$ cat src/rtl/seq_divider.sv
// Sequential restoring divider, one shift-subtract step per clock.
// Define DIVIDER_SIGNED_EN for two's-complement truncating division.
module seq_divider #(
  parameter int WIDTH = 8
) (
  input  logic             clk,
  input  logic             rst,
  input  logic             start,
  input  logic [WIDTH-1:0] dividend,
  input  logic [WIDTH-1:0] divisor,
  output logic             busy,
  output logic             done,
  output logic [WIDTH-1:0] quotient,
  output logic [WIDTH-1:0] remainder,
  output logic             div_by_zero
);

  localparam int CW = $clog2(WIDTH + 1);

  typedef enum logic {
    IDLE = 1'b0,
    RUN  = 1'b1
  } state_t;

  state_t           state_q, state_d;
  logic [WIDTH-1:0] a_q, a_d;
  logic [WIDTH-1:0] q_q, q_d;
  logic [WIDTH-1:0] m_q, m_d;
  logic [CW-1:0]    count_q, count_d;
  logic             dz_pend_q, dz_pend_d;
  logic             busy_q, busy_d;
  logic             done_q, done_d;
  logic [WIDTH-1:0] quot_q, quot_d;
  logic [WIDTH-1:0] rem_q, rem_d;
  logic             dbz_q, dbz_d;

  logic [2*WIDTH-1:0] shifted;
  logic [WIDTH-1:0]   a_sh, q_sh;
  logic [WIDTH:0]     trial;
  logic [WIDTH-1:0]   a_nx, q_nx;
  logic [WIDTH-1:0]   dd_mag, dv_mag;
  logic [WIDTH-1:0]   q_fix, r_fix, dz_rem;

`ifdef DIVIDER_SIGNED_EN
  logic qneg_q, qneg_d;
  logic rneg_q, rneg_d;
`endif

  // One restoring iteration on {A,Q}
  always_comb begin
    shifted = {a_q, q_q} << 1;
    a_sh    = shifted[2*WIDTH-1:WIDTH];
    q_sh    = shifted[WIDTH-1:0];
    trial   = {1'b0, a_sh} - {1'b0, m_q};
    if (!trial[WIDTH]) begin
      a_nx = trial[WIDTH-1:0];
      q_nx = {q_sh[WIDTH-1:1], 1'b1};
    end else begin
      a_nx = a_sh;
      q_nx = {q_sh[WIDTH-1:1], 1'b0};
    end
  end

`ifdef DIVIDER_SIGNED_EN
  // Operand magnitudes in, sign-corrected results out
  always_comb begin
    dd_mag = dividend[WIDTH-1] ? -dividend : dividend;
    dv_mag = divisor[WIDTH-1] ? -divisor : divisor;
    q_fix  = qneg_q ? -q_nx : q_nx;
    r_fix  = rneg_q ? -a_nx : a_nx;
    dz_rem = rneg_q ? -q_q : q_q;
  end
`else
  // Unsigned: operands and results pass straight through
  always_comb begin
    dd_mag = dividend;
    dv_mag = divisor;
    q_fix  = q_nx;
    r_fix  = a_nx;
    dz_rem = q_q;
  end
`endif

  // Next-state and next-output logic
  always_comb begin
    state_d   = state_q;
    a_d       = a_q;
    q_d       = q_q;
    m_d       = m_q;
    count_d   = count_q;
    dz_pend_d = 1'b0;
    busy_d    = busy_q;
    done_d    = 1'b0;
    quot_d    = quot_q;
    rem_d     = rem_q;
    dbz_d     = dbz_q;
`ifdef DIVIDER_SIGNED_EN
    qneg_d    = qneg_q;
    rneg_d    = rneg_q;
`endif
    case (state_q)
      IDLE: begin
        if (dz_pend_q) begin
          done_d = 1'b1;
          dbz_d  = 1'b1;
          quot_d = '1;
          rem_d  = dz_rem;
        end
        if (start) begin
          a_d     = '0;
          q_d     = dd_mag;
          m_d     = dv_mag;
          count_d = CW'(WIDTH);
`ifdef DIVIDER_SIGNED_EN
          qneg_d  = dividend[WIDTH-1] ^ divisor[WIDTH-1];
          rneg_d  = dividend[WIDTH-1];
`endif
          if (divisor == '0) begin
            dz_pend_d = 1'b1;
          end else begin
            state_d = RUN;
            busy_d  = 1'b1;
          end
        end
      end
      RUN: begin
        a_d     = a_nx;
        q_d     = q_nx;
        count_d = count_q - 1'b1;
        if (count_q == CW'(1)) begin
          quot_d  = q_fix;
          rem_d   = r_fix;
          done_d  = 1'b1;
          busy_d  = 1'b0;
          dbz_d   = 1'b0;
          state_d = IDLE;
        end
      end
      default: state_d = IDLE;
    endcase
  end

  // State and output registers with synchronous reset
  always_ff @(posedge clk) begin
    if (rst) begin
      state_q   <= IDLE;
      a_q       <= '0;
      q_q       <= '0;
      m_q       <= '0;
      count_q   <= '0;
      dz_pend_q <= 1'b0;
      busy_q    <= 1'b0;
      done_q    <= 1'b0;
      quot_q    <= '0;
      rem_q     <= '0;
      dbz_q     <= 1'b0;
`ifdef DIVIDER_SIGNED_EN
      qneg_q    <= 1'b0;
      rneg_q    <= 1'b0;
`endif
    end else begin
      state_q   <= state_d;
      a_q       <= a_d;
      q_q       <= q_d;
      m_q       <= m_d;
      count_q   <= count_d;
      dz_pend_q <= dz_pend_d;
      busy_q    <= busy_d;
      done_q    <= done_d;
      quot_q    <= quot_d;
      rem_q     <= rem_d;
      dbz_q     <= dbz_d;
`ifdef DIVIDER_SIGNED_EN
      qneg_q    <= qneg_d;
      rneg_q    <= rneg_d;
`endif
    end
  end

  assign busy        = busy_q;
  assign done        = done_q;
  assign quotient    = quot_q;
  assign remainder   = rem_q;
  assign div_by_zero = dbz_q;

endmodule

$ cat config.mk
export PLATFORM = sky130hd
export DESIGN_NAME = seq_divider
export DESIGN_NICKNAME = d
export VERILOG_FILES = /design/src/rtl/seq_divider.sv
export SDC_FILE = /design/constraint.sdc
export NUM_CORES = 1
export LEC_CHECK = 0
export BUFFER_PORTS_ARGS = -buffer_cell sky130_fd_sc_hd__buf_2
export CAP_MARGIN = 20
export CELL_PAD_IN_SITES_DETAIL_PLACEMENT = 1
export CELL_PAD_IN_SITES_GLOBAL_PLACEMENT = 2
export CORE_MARGIN = 3
export CORE_UTILIZATION = 33
export CTS_CLUSTER_SIZE = 8
export DETAILED_ROUTE_END_ITERATION = 7
export PLACE_DENSITY = 0.79
export SLEW_MARGIN = 30
export SYNTH_ARGS = -nofsm -noshare
export SYNTH_HDL_FRONTEND = slang
export SYNTH_SLANG_ARGS = --single-unit
$ cat constraint.sdc
create_clock -name clk -period 2.3 [get_ports clk]
set_input_delay 0.23 -clock clk [delete_from_list [all_inputs] [get_ports clk]]
set_output_delay 0.23 -clock clk [all_outputs]
set_load 0.02 [all_outputs]
==> run summary, run 1 <==
DP Wirelength: 4.88 mm
Synth Instances: 287
simple-gate share of the synthesized area: 21.3%
Yosys warning total: 0
Worst Path Arrival: 2.46 ns
Syn Nets: 318
maximum buffer depth of the clock tree: 2
first-pass GRT wire length: 10.5 mm
post-synthesis mux area share: 5.14%
outcome: finished clean
vias: 2135
Slew headroom: 38.1%
Setup Viol. Count Final: 0
met3 wire length: 186 um
HP Class: in -> reg
I/O Buffers: 37
Synth Cell Area: 2360 sq um
number of global-route vias before repair: 2110
Nets: 361
clock skew: 0.00531 ns
Met2 Wirelength: 3.17 mm
DR vias/cell: 5.00
CP cell instances: inv_4 > ha_4 > inv_2 > fa_2 > a21oi_2 > a2bb2oi_2 > nand2_2 > a31oi_4 > buf_4 > a22oi_2 > a211oi_2
clock buffer count from CTS: 5
Synth Area in Compound Gates: 19.7%
cell with the most instances after synthesis: dfxtp_1
Area Growth Syn to Fin: 21.7%
sequential area share after synthesis: 40.7%
Clock transition at path regs: 0.09 ns
Synth area leaders: dfxtp_1 (41%), a21oi_1 (6.6%), nor2_1 (6.0%), ha_1 (5.8%), nand2_1 (5.4%)
CTS tree: yes
hold buffers post-CTS: 0
Post-synth EDFFs: 0
Slew @ Worst Pin: 0.927 ns
CP startpoint kind: flop
Die H: 90.6 um
gp weighted congestion: 0.736
total chip power: 2000 uW
VDD IR max: 284 uV
Max-cap violations: 0
I/O pins: 38
final hold vios: 0
Initial DRC Count: 69
Multi-input gate area: 1320 sq um
Core Util, Final: 41.9%
post-synth cell types: 44
PD cells: 695 nW/um^2
crit-path max cell delay: 0.39 ns
Commonest cells post-synth: dfxtp_1 (48), nor2_1 (38), nand2_1 (34), a21oi_1 (31), nor3_1 (19)
Clk Latency, worst-skew pair: 0.31 ns
Syn Area/Cell: 8.23 sq um
Layout fillers: 855
CTS root buf: clkbuf_8
WL final: 6.55 mm
crit path time final: 2.23 ns
largest family of logic cells by synthesized area: simple AND/OR/NAND/NOR gates
CP required: 2.53 ns
register area: 966 sq um
initial core utilization: 34.4%
initial antenna violation count: 0
unrepaired setup endpoints after global routing: true
Core Rows: 30
M1 WL: 3.11 mm
CORE AREA: 6870 sq um
cell accounting for the most synthesized area: dfxtp_1
total gr overflow: 0
Sink Count: 48
Setup crit end kind: flop
die area: 8210 sq um
f_max: 448 MHz
Synth Flop Type: dfxtp_1
Diodes inserted: 0
Die Wd: 90.6 um
Synth async-reset ratio: 0%
H-tree depth: 2
post-route DRC violation count: 0
Yosys reg bits: 48
max-slew violations: 0
share of layout cells above drive strength 1: 23.6%
post-synthesis adder-cell area fraction: 6.67%
Crit Path Max Fanout: 6
Crit Path Category: reg -> reg
fin crit share: 97.0%
post-synth top area share: 40.7%
max layer used: met4
antenna viol nets, final: 0
XOR/XNOR Fraction of Synth Area: 1.85%
largest net degree at the start of global routing: 20
GRT Total Usage: 15.9%
First-pass DRT Iterations: 4
Worst path slowest cell: fa_2
DR WL/cell: 15.3 um
Lkg Pwr: 0.00125 uW
[critical path, delay by kind of cell (launching register included)]
family / cells / cell delay, ns
simple gates: 1 / 0.10
compound gates: 5 / 0.92
flops: 1 / 0.36
fa+ha+maj: 2 / 0.50
buf+inv: 3 / 0.27
[kinds of logic after synthesis]
| group | Yosys count |
|---|---|
| AO/OA/AOI/OAI | 68 |
| XOR/XNOR | 5 |
| adder cells (fa/ha/maj) | 12 |
| buffers and inverters | 29 |
| flip-flops | 48 |
| multiplexers | 12 |
| AND/OR/NAND/NOR | 113 |
[cells in the final DEF (no fill, tap or decap), drive strengths merged, types with 3 or more instances in the layout]
cell	Yosys	final
nand2	35	35
a21o	3	3
a21oi	32	32
ha	11	11
dfxtp	48	48
mux2i	11	11
a22oi	4	4
a211oi	3	3
inv	14	14
buf	8	51
o21ai	6	6
clkbuf	7	6
and3	6	6
xor2	3	3
nor3	19	19
o22ai	4	4
nand2b	4	4
nor2	38	38
nor2b	5	5
a31oi	4	4
[stage by stage]
stage	cells	instance area [sq um]	hold WS, ns	worst slack (ns)	setup TNS (ns)
after CTS	420	2790	0.162	0.0711	0
after global routing	427	2880	0.163	-0.0636	-0.354
after floorplan	287	2360	0.366	0.231	0
final	427	2880	0.163	0.0692	0
after detailed placement	412	2660	0.455	0.00252	0
after global placement	412	2660	0.447	0.0866	0
[final timing paths]
kind,from,end,slack (ns),cells after the start
setup / recovery,dz_rem[7],remainder[3],0.07,11
hold / removal,divisor[3],m_q[3],0.16,3
setup reg to reg,dz_rem[7],remainder[3],0.07,11
hold reg to reg,m_q[3],m_q[3],0.46,2
[power by group]
group          internal [uW]  leakage [uW]  switching (uW)
Combinational            185      0.000795             233
Sequential               872      0.000392            44.2
Clock                    356     0.0000614             307
Total                   1410       0.00125             584
[layer usage]
metal  vias up  global-route usage, %
met4         0                   4.97
met1      1026                   20.8
met3         6                   2.75
met5         -                      0
met2        27                   26.6
li1       1076                      -
[state kept, by name, summed over array words and instances, names as in the netlist]
signal and cells:
remainder 8, state_q 1, count_q 4, done 1, m_q 8, a_q 7
quotient 8, busy 1, dz_pend_q 1, dz_rem 8, div_by_zero 1
[repair_timing]
action | 4_1_cts | 5_1_grt
setup buffers | 0 | 7
gates resized for setup | 2 | 11
gates cloned | 0 | 0
pin swaps | 1 | 9
setup endpoints to repair | 3 | 13
[final cells by class]
type	count	area share [%]
Tap cell	96	4.18
Timing Repair Buffer	51	10.1
Multi-Input combinational cell	210	46.0
Sequential cell	48	33.6
Inverter	14	1.91
Clock inverter	2	1.35
Clock buffer	6	2.87
No activity file was read; power rests on OpenSTA's default activity.
==> run 2: changes to the inputs <==
- RECOVER_POWER: unset -> 25
==> run 2 against run 1 <==
  * Final cell count unchanged
  * Largest cell class unchanged
  * Critical path type unchanged
  * Via count increased by 0.19%
  * Routed wire length increased by 0.26%
  * Count of clock-buffer cells in the layout unchanged
==> run summary, run 2 (synthesis results as in run 1) <==
HP Class: in -> reg (unchanged)
fin worst setup slack: 0.0692 ns (about the same)
Pint: 1410 uW (about the same)
Clock transition at path regs: 0.09 ns (about the same)
dpl cells: 412 (unchanged)
Worst Path Arrival: 2.46 ns (about the same)
initial antenna violation count: 0 (unchanged)
Setup WS pre-CTS: 0.00252 ns (unchanged)
I/O Buffers: 37 (unchanged)
worst reg-to-reg path cell count: 11 (unchanged)
First-pass DRT Iterations: 4 (unchanged)
crit path time final: 2.23 ns (about the same)
Die Wd: 90.6 um (unchanged)
PD cells: 699 nW/um^2 (was 695 nW/um^2)
HP Start: divisor[3] (unchanged)
outcome: finished clean (unchanged)
unrepaired setup endpoints after global routing: true (unchanged)
Area Growth Syn to Fin: 20.9% (was 21.7%)
CP startpoint kind: flop (unchanged)
CP required: 2.53 ns (about the same)
WHS: 0.163 ns (about the same)
CP cell instances: inv_4 > ha_4 > inv_2 > fa_2 > a21oi_2 > a2bb2oi_2 > nand2_2 > a31oi_4 > buf_4 > a22oi_2 > a211oi_2 (unchanged)
NetSw: 584 uW (about the same)
R2R Path Start: dz_rem[7] (unchanged)
commonest non-fill, non-tap cell in the layout: dfxtp_1 (unchanged)
WL final: 6.56 mm (was 6.55 mm)
crit-path max cell delay: 0.39 ns (about the same)
share of layout cells above drive strength 1: 19.0% (was 23.6%)
die area: 8210 sq um (unchanged)
fin cells: 427 (unchanged)
CTS root buf: clkbuf_8 (unchanged)
Slew headroom: 38.2% (was 38.1%)
number of global-route vias before repair: 2110 (unchanged)
GRT busiest layer: met2 (unchanged)
largest net degree at the start of global routing: 20 (unchanged)
VDD IR max: 284 uV (about the same)
met3 Usage GRT: 2.75% (unchanged)
vias: 2139 (was 2135)
cell depth of the worst hold path: 3 (unchanged)
max-slew violations: 0 (unchanged)
Clk Latency, worst-skew pair: 0.31 ns (about the same)
R2R setup slack: 0.07 ns (about the same)
commonest cells after routing, fill and taps aside: dfxtp_1 (46), nor2_1 (38), nand2_1 (33) (was dfxtp_1 (46), nor2_1 (38), buf_2 (37))
fin crit share: 97.0% (about the same)
Lkg Pwr: 0.00118 uW (was 0.00125 uW)
placed inst area: 2660 sq um (unchanged)
clock skew: 0.00531 ns (about the same)
Finished Cell Area: 2860 sq um (was 2880 sq um)
Die H: 90.6 um (unchanged)
Crit Path Category: reg -> reg (unchanged)
GRT met1 Usage: 20.8% (unchanged)
CORE AREA: 6870 sq um (unchanged)
f_max: 448 MHz (about the same)
first-pass GRT wire length: 10.5 mm (unchanged)
Core Rows: 30 (unchanged)
Crit Path Max Fanout: 6 (unchanged)
switch share: 29.2% (about the same)
DP Wirelength: 4.88 mm (unchanged)
CTS tree: yes (unchanged)
I/O pins: 38 (unchanged)
worst reg2reg endpoint: remainder[3] (unchanged)
gp weighted congestion: 0.736 (unchanged)
Setup crit end kind: flop (unchanged)
final hold vios: 0 (unchanged)
Diodes inserted: 0 (unchanged)
logic gate share of total power: 20.9% (about the same)
clock network power share: 33.2% (about the same)
Seq pwr share: 45.9% (about the same)
initial core utilization: 34.4% (unchanged)
Setup Viol. Count Final: 0 (unchanged)
Sink Count: 48 (unchanged)
post-route DRC violation count: 0 (unchanged)
H-tree depth: 2 (unchanged)
maximum buffer depth of the clock tree: 2 (unchanged)
DR WL/cell: 15.4 um (was 15.3 um)
clock buffer count from CTS: 5 (unchanged)
Nets: 361 (unchanged)
met2 global-route usage: 26.6% (unchanged)
GRT Total Usage: 15.9% (unchanged)
total gr overflow: 0 (unchanged)
DR vias/cell: 5.01 (was 5.00)
antenna viol nets, final: 0 (unchanged)
Slew @ Worst Pin: 0.926 ns (was 0.927 ns)
Max-cap violations: 0 (unchanged)
hold buffers post-CTS: 0 (unchanged)
Worst path slowest cell: fa_2 (unchanged)
Hold Path End: m_q[3] (unchanged)
Initial DRC Count: 74 (was 69)
==> run 2: metal layers <==
metal | vias up | part of all wire, %
met5 | - | 0
li1 | 1076 | -
met1 | 1026 | 48
met3 | 6 | 2.8
met4 | 0 | 1.2
met2 | 31 | 48
==> run 2: critical path: cells and delay by family (launching register included) <==
kind / cells / cell delay [ns]
AOI/OAI and AO/OA: 5 / 0.92
adders and majority gates: 2 / 0.50
buffers and inverters: 3 / 0.27
and+or+nand+nor: 1 / 0.10
DFF: 1 / 0.36
==> run 2: how the worst max path moves through the flow <==
| stage | cells past startpoint | slack, ns | end | startpoint |
|---|---|---|---|---|
| floorplan | 10 | 0.23 | remainder[5] | dz_rem[7] |
| global placement | 10 | 0.09 | remainder[5] | dz_rem[7] |
| detailed placement | 10 | 0.003 | remainder[4] | dz_rem[7] |
| CTS | 10 | 0.07 | remainder[3] | dz_rem[7] |
| global route | 11 | -0.06 | a_q[1] | dz_rem[7] |
| finish | 11 | 0.07 | remainder[3] | dz_rem[7] |
==> run 2: metrics by stage <==
stage | TNS, ns | total power [uW] | utilization, %
6_report | 0 | 2000 | 41.6
5_1_grt | -0.354 | 2100 | 41.6
4_1_cts | 0 | 1980 | 40.6
3_5_place_dp | 0 | 1320 | 38.7
3_3_place_gp | 0 | 1310 | 38.7
2_1_floorplan | 0 | 1200 | -
==> run 2: area by class of cell <==
cell class                      instances  area [sq um]
Multi-Input combinational cell        210          1320
Sequential cell                        48           966
Timing Repair Buffer                   51           272
Clock buffer                            6          82.6
Fill cell                             863          4010
Inverter                               14          55.1
Tap cell                               96           120
Clock inverter                          2          38.8
==> run 2: timing repair <==
item | in CTS | in global routing
pin swaps | 1 | 9
resized for setup | 2 | 11
setup buffers | 0 | 7
endpoints found under the setup margin | 3 | 13
==> run 2: power groups by stage <==
stage / Sequential, uW / Clock (uW) / Combinational, uW
after global placement: 934 / 0 / 374
after CTS: 916 / 678 / 384
after detailed placement: 936 / 0 / 379
after floorplan: 925 / 0 / 276
after global routing: 924 / 707 / 466
final: 917 / 662 / 417
==> run 3: changes to the inputs <==
- CORE_MARGIN: 3 -> 8
==> run 3 against run 2 <==
  * Non-clock buffer count down 2
  * Core utilization decreased by 0.90 points
  * Count of clock-buffer cells in the layout decreased by 1
  * Critical path type unchanged
  * Largest cell class unchanged
  * Largest power group unchanged
==> run summary, run 3 (synthesis results as in run 1) <==
clock buffer count from CTS: 5 (unchanged)
CORE AREA: 7100 sq um (was 6870 sq um)
Setup WS pre-CTS: 0.0531 ns (was 0.00252 ns)
HP Start: divisor[1] (was divisor[3])
PD cells: 723 nW/um^2 (was 699 nW/um^2)
final hold vios: 0 (unchanged)
Sink Count: 48 (unchanged)
Diodes inserted: 0 (unchanged)
WHS: 0.169 ns (was 0.163 ns)
Core Rows: 31 (was 30)
CP required: 2.50 ns (was 2.53 ns)
dpl cells: 416 (was 412)
Layout fillers: 854 (was 863)
register area: 966 sq um (unchanged)
Most common cell on crit path: o21ai_0
CP cell instances: ha_1 > o21a_1 > o21ai_0 > a221oi_1 > o21ai_0 > nor3_1 > a311o_1 (was inv_4 > ha_4 > inv_2 > fa_2 > a21oi_2 > a2bb2oi_2 > nand2_2 > a31oi_4 > buf_4 > a22oi_2 > a211oi_2)
R2R setup slack: 0.14 ns (was 0.07 ns)
GRT Total Usage: 13.6% (was 15.9%)
die area: 10100 sq um (was 8210 sq um)
largest net degree at the start of global routing: 28 (was 20)
Die H: 101 um (was 90.6 um)
DR WL/cell: 16.0 um (was 15.4 um)
CTS tree: yes (unchanged)
commonest non-fill, non-tap cell in the layout: dfxtp_1 (unchanged)
Clock transition at path regs: 0.10 ns (was 0.09 ns)
Area Growth Syn to Fin: 22.2% (was 20.9%)
Worst Path Arrival: 2.36 ns (was 2.46 ns)
VDD IR max: 476 uV (was 284 uV)
worst reg-to-reg path cell count: 7 (was 11)
worst reg2reg endpoint: remainder[7] (was remainder[3])
maximum buffer depth of the clock tree: 2 (unchanged)
post-route DRC violation count: 0 (unchanged)
Lkg Pwr: 0.00119 uW (was 0.00118 uW)
crit path time final: 2.16 ns (was 2.23 ns)
Initial DRC Count: 116 (was 74)
commonest cells after routing, fill and taps aside: dfxtp_1 (46), nor2_1 (38), nand2_1 (33) (unchanged)
first-pass GRT wire length: 10.9 mm (was 10.5 mm)
Slew @ Worst Pin: 0.917 ns (was 0.926 ns)
f_max: 462 MHz (was 448 MHz)
total chip power: 2090 uW (was 2000 uW)
Max-cap violations: 0 (unchanged)
WL final: 6.86 mm (was 6.56 mm)
Clk Latency, worst-skew pair: 0.31 ns (about the same)
hold buffers post-CTS: 0 (unchanged)
fin crit share: 94.0% (was 97.0%)
max-slew violations: 0 (unchanged)
Die Wd: 101 um (was 90.6 um)
Worst path slowest cell: ha_1 (was fa_2)
crit-path max cell delay: 0.43 ns (was 0.39 ns)
Crit Path Category: reg -> reg (unchanged)
CP startpoint kind: flop (unchanged)
share of layout cells above drive strength 1: 19.7% (was 19.0%)
antenna viol nets, final: 0 (unchanged)
I/O pins: 38 (unchanged)
Multi-input gate area: 1350 sq um (was 1320 sq um)
Nets: 360 (was 361)
fin worst setup slack: 0.138 ns (was 0.0692 ns)
HP Class: in -> reg (unchanged)
Setup Viol. Count Final: 0 (unchanged)
number of global-route vias before repair: 2150 (was 2110)
cell depth of the worst hold path: 3 (unchanged)
fin cells: 429 (was 427)
clock skew: 0.00747 ns (was 0.00531 ns)
post-route setup TNS: 0 ns (unchanged)
I/O Buffers: 37 (unchanged)
Setup crit end kind: flop (unchanged)
vias: 2173 (was 2139)
Crit Path Max Fanout: 6 (unchanged)
First-pass DRT Iterations: 4 (unchanged)
Slew headroom: 38.7% (was 38.2%)
initial core utilization: 33.3% (was 34.4%)
Hold Path End: m_q[1] (was m_q[3])
DR vias/cell: 5.07 (was 5.01)
R2R Path Start: a_q[5] (was dz_rem[7])
H-tree depth: 2 (unchanged)
total gr overflow: 0 (unchanged)
CTS root buf: clkbuf_8 (unchanged)
initial antenna violation count: 0 (unchanged)
outcome: finished clean (unchanged)
gp weighted congestion: 0.787 (was 0.736)
DP Wirelength: 5.07 mm (was 4.88 mm)
## run 3: cell count changes in the layout (fill, tap and decap cells not counted), sizes merged
cell	previous run	this run
a31oi	4	5
clkbuf	21	18
inv	14	15
bufinv	1	2
clkinv	1	0
## run 3: final cells by class
type / count / area share (%)
clock buffers: 5 / 2.38
inverters: 14 / 1.91
clock inverters: 3 / 2.38
multi-input cells: 211 / 46.6
repair buffers: 49 / 8.97
well taps: 99 / 4.29
flip-flops and latches: 48 / 33.4
## run 3: worst max path at each step
stage / from / endpoint / slack [ns] / depth (start not counted)
after floorplan: dz_rem[7] / remainder[5] / 0.23 / 10
after global placement: dz_rem[7] / remainder[5] / 0.10 / 10
after detailed placement: dz_rem[7] / remainder[5] / 0.05 / 10
after CTS: dz_rem[7] / remainder[5] / 0.01 / 10
after global routing: dz_rem[7] / remainder[4] / -0.005 / 10
final: a_q[5] / remainder[7] / 0.14 / 7
## run 3: worst max-delay path, delay by kind of cell (launching register included)
family	cells	cell delay, ns
adders and majority gates	1	0.43
and+or+nand+nor	1	0.08
AOI/OAI and AO/OA	5	1.20
DFF	1	0.36
## run 3: power breakdown
part	total, uW	internal (uW)	switching (uW)
clock	747	438	309
sequential	917	872	44.8
combinational	423	178	245
## run 3: layer usage
metal	vias up	global-route usage [%]	share of wire, %
met3	7	3.11	4.1
li1	1081	-	-
met5	-	0	0
met2	35	22.5	49
met4	0	3.49	0.98
met1	1050	17.2	46
## run 3: metrics by stage
| stage | area [sq um] | utilization, % |
|---|---|---|
| final | 2890 | 40.7 |
| after global routing | 2890 | 40.7 |
| after CTS | 2810 | 39.6 |
| after detailed placement | 2670 | 37.7 |
| after global placement | 2670 | 37.7 |
| after floorplan | 2360 | - |
## run 3: what timing repair did
action,4_1_cts,5_1_grt
setup endpoints to repair,0,15
resized for setup,0,15
buffers inserted,0,4
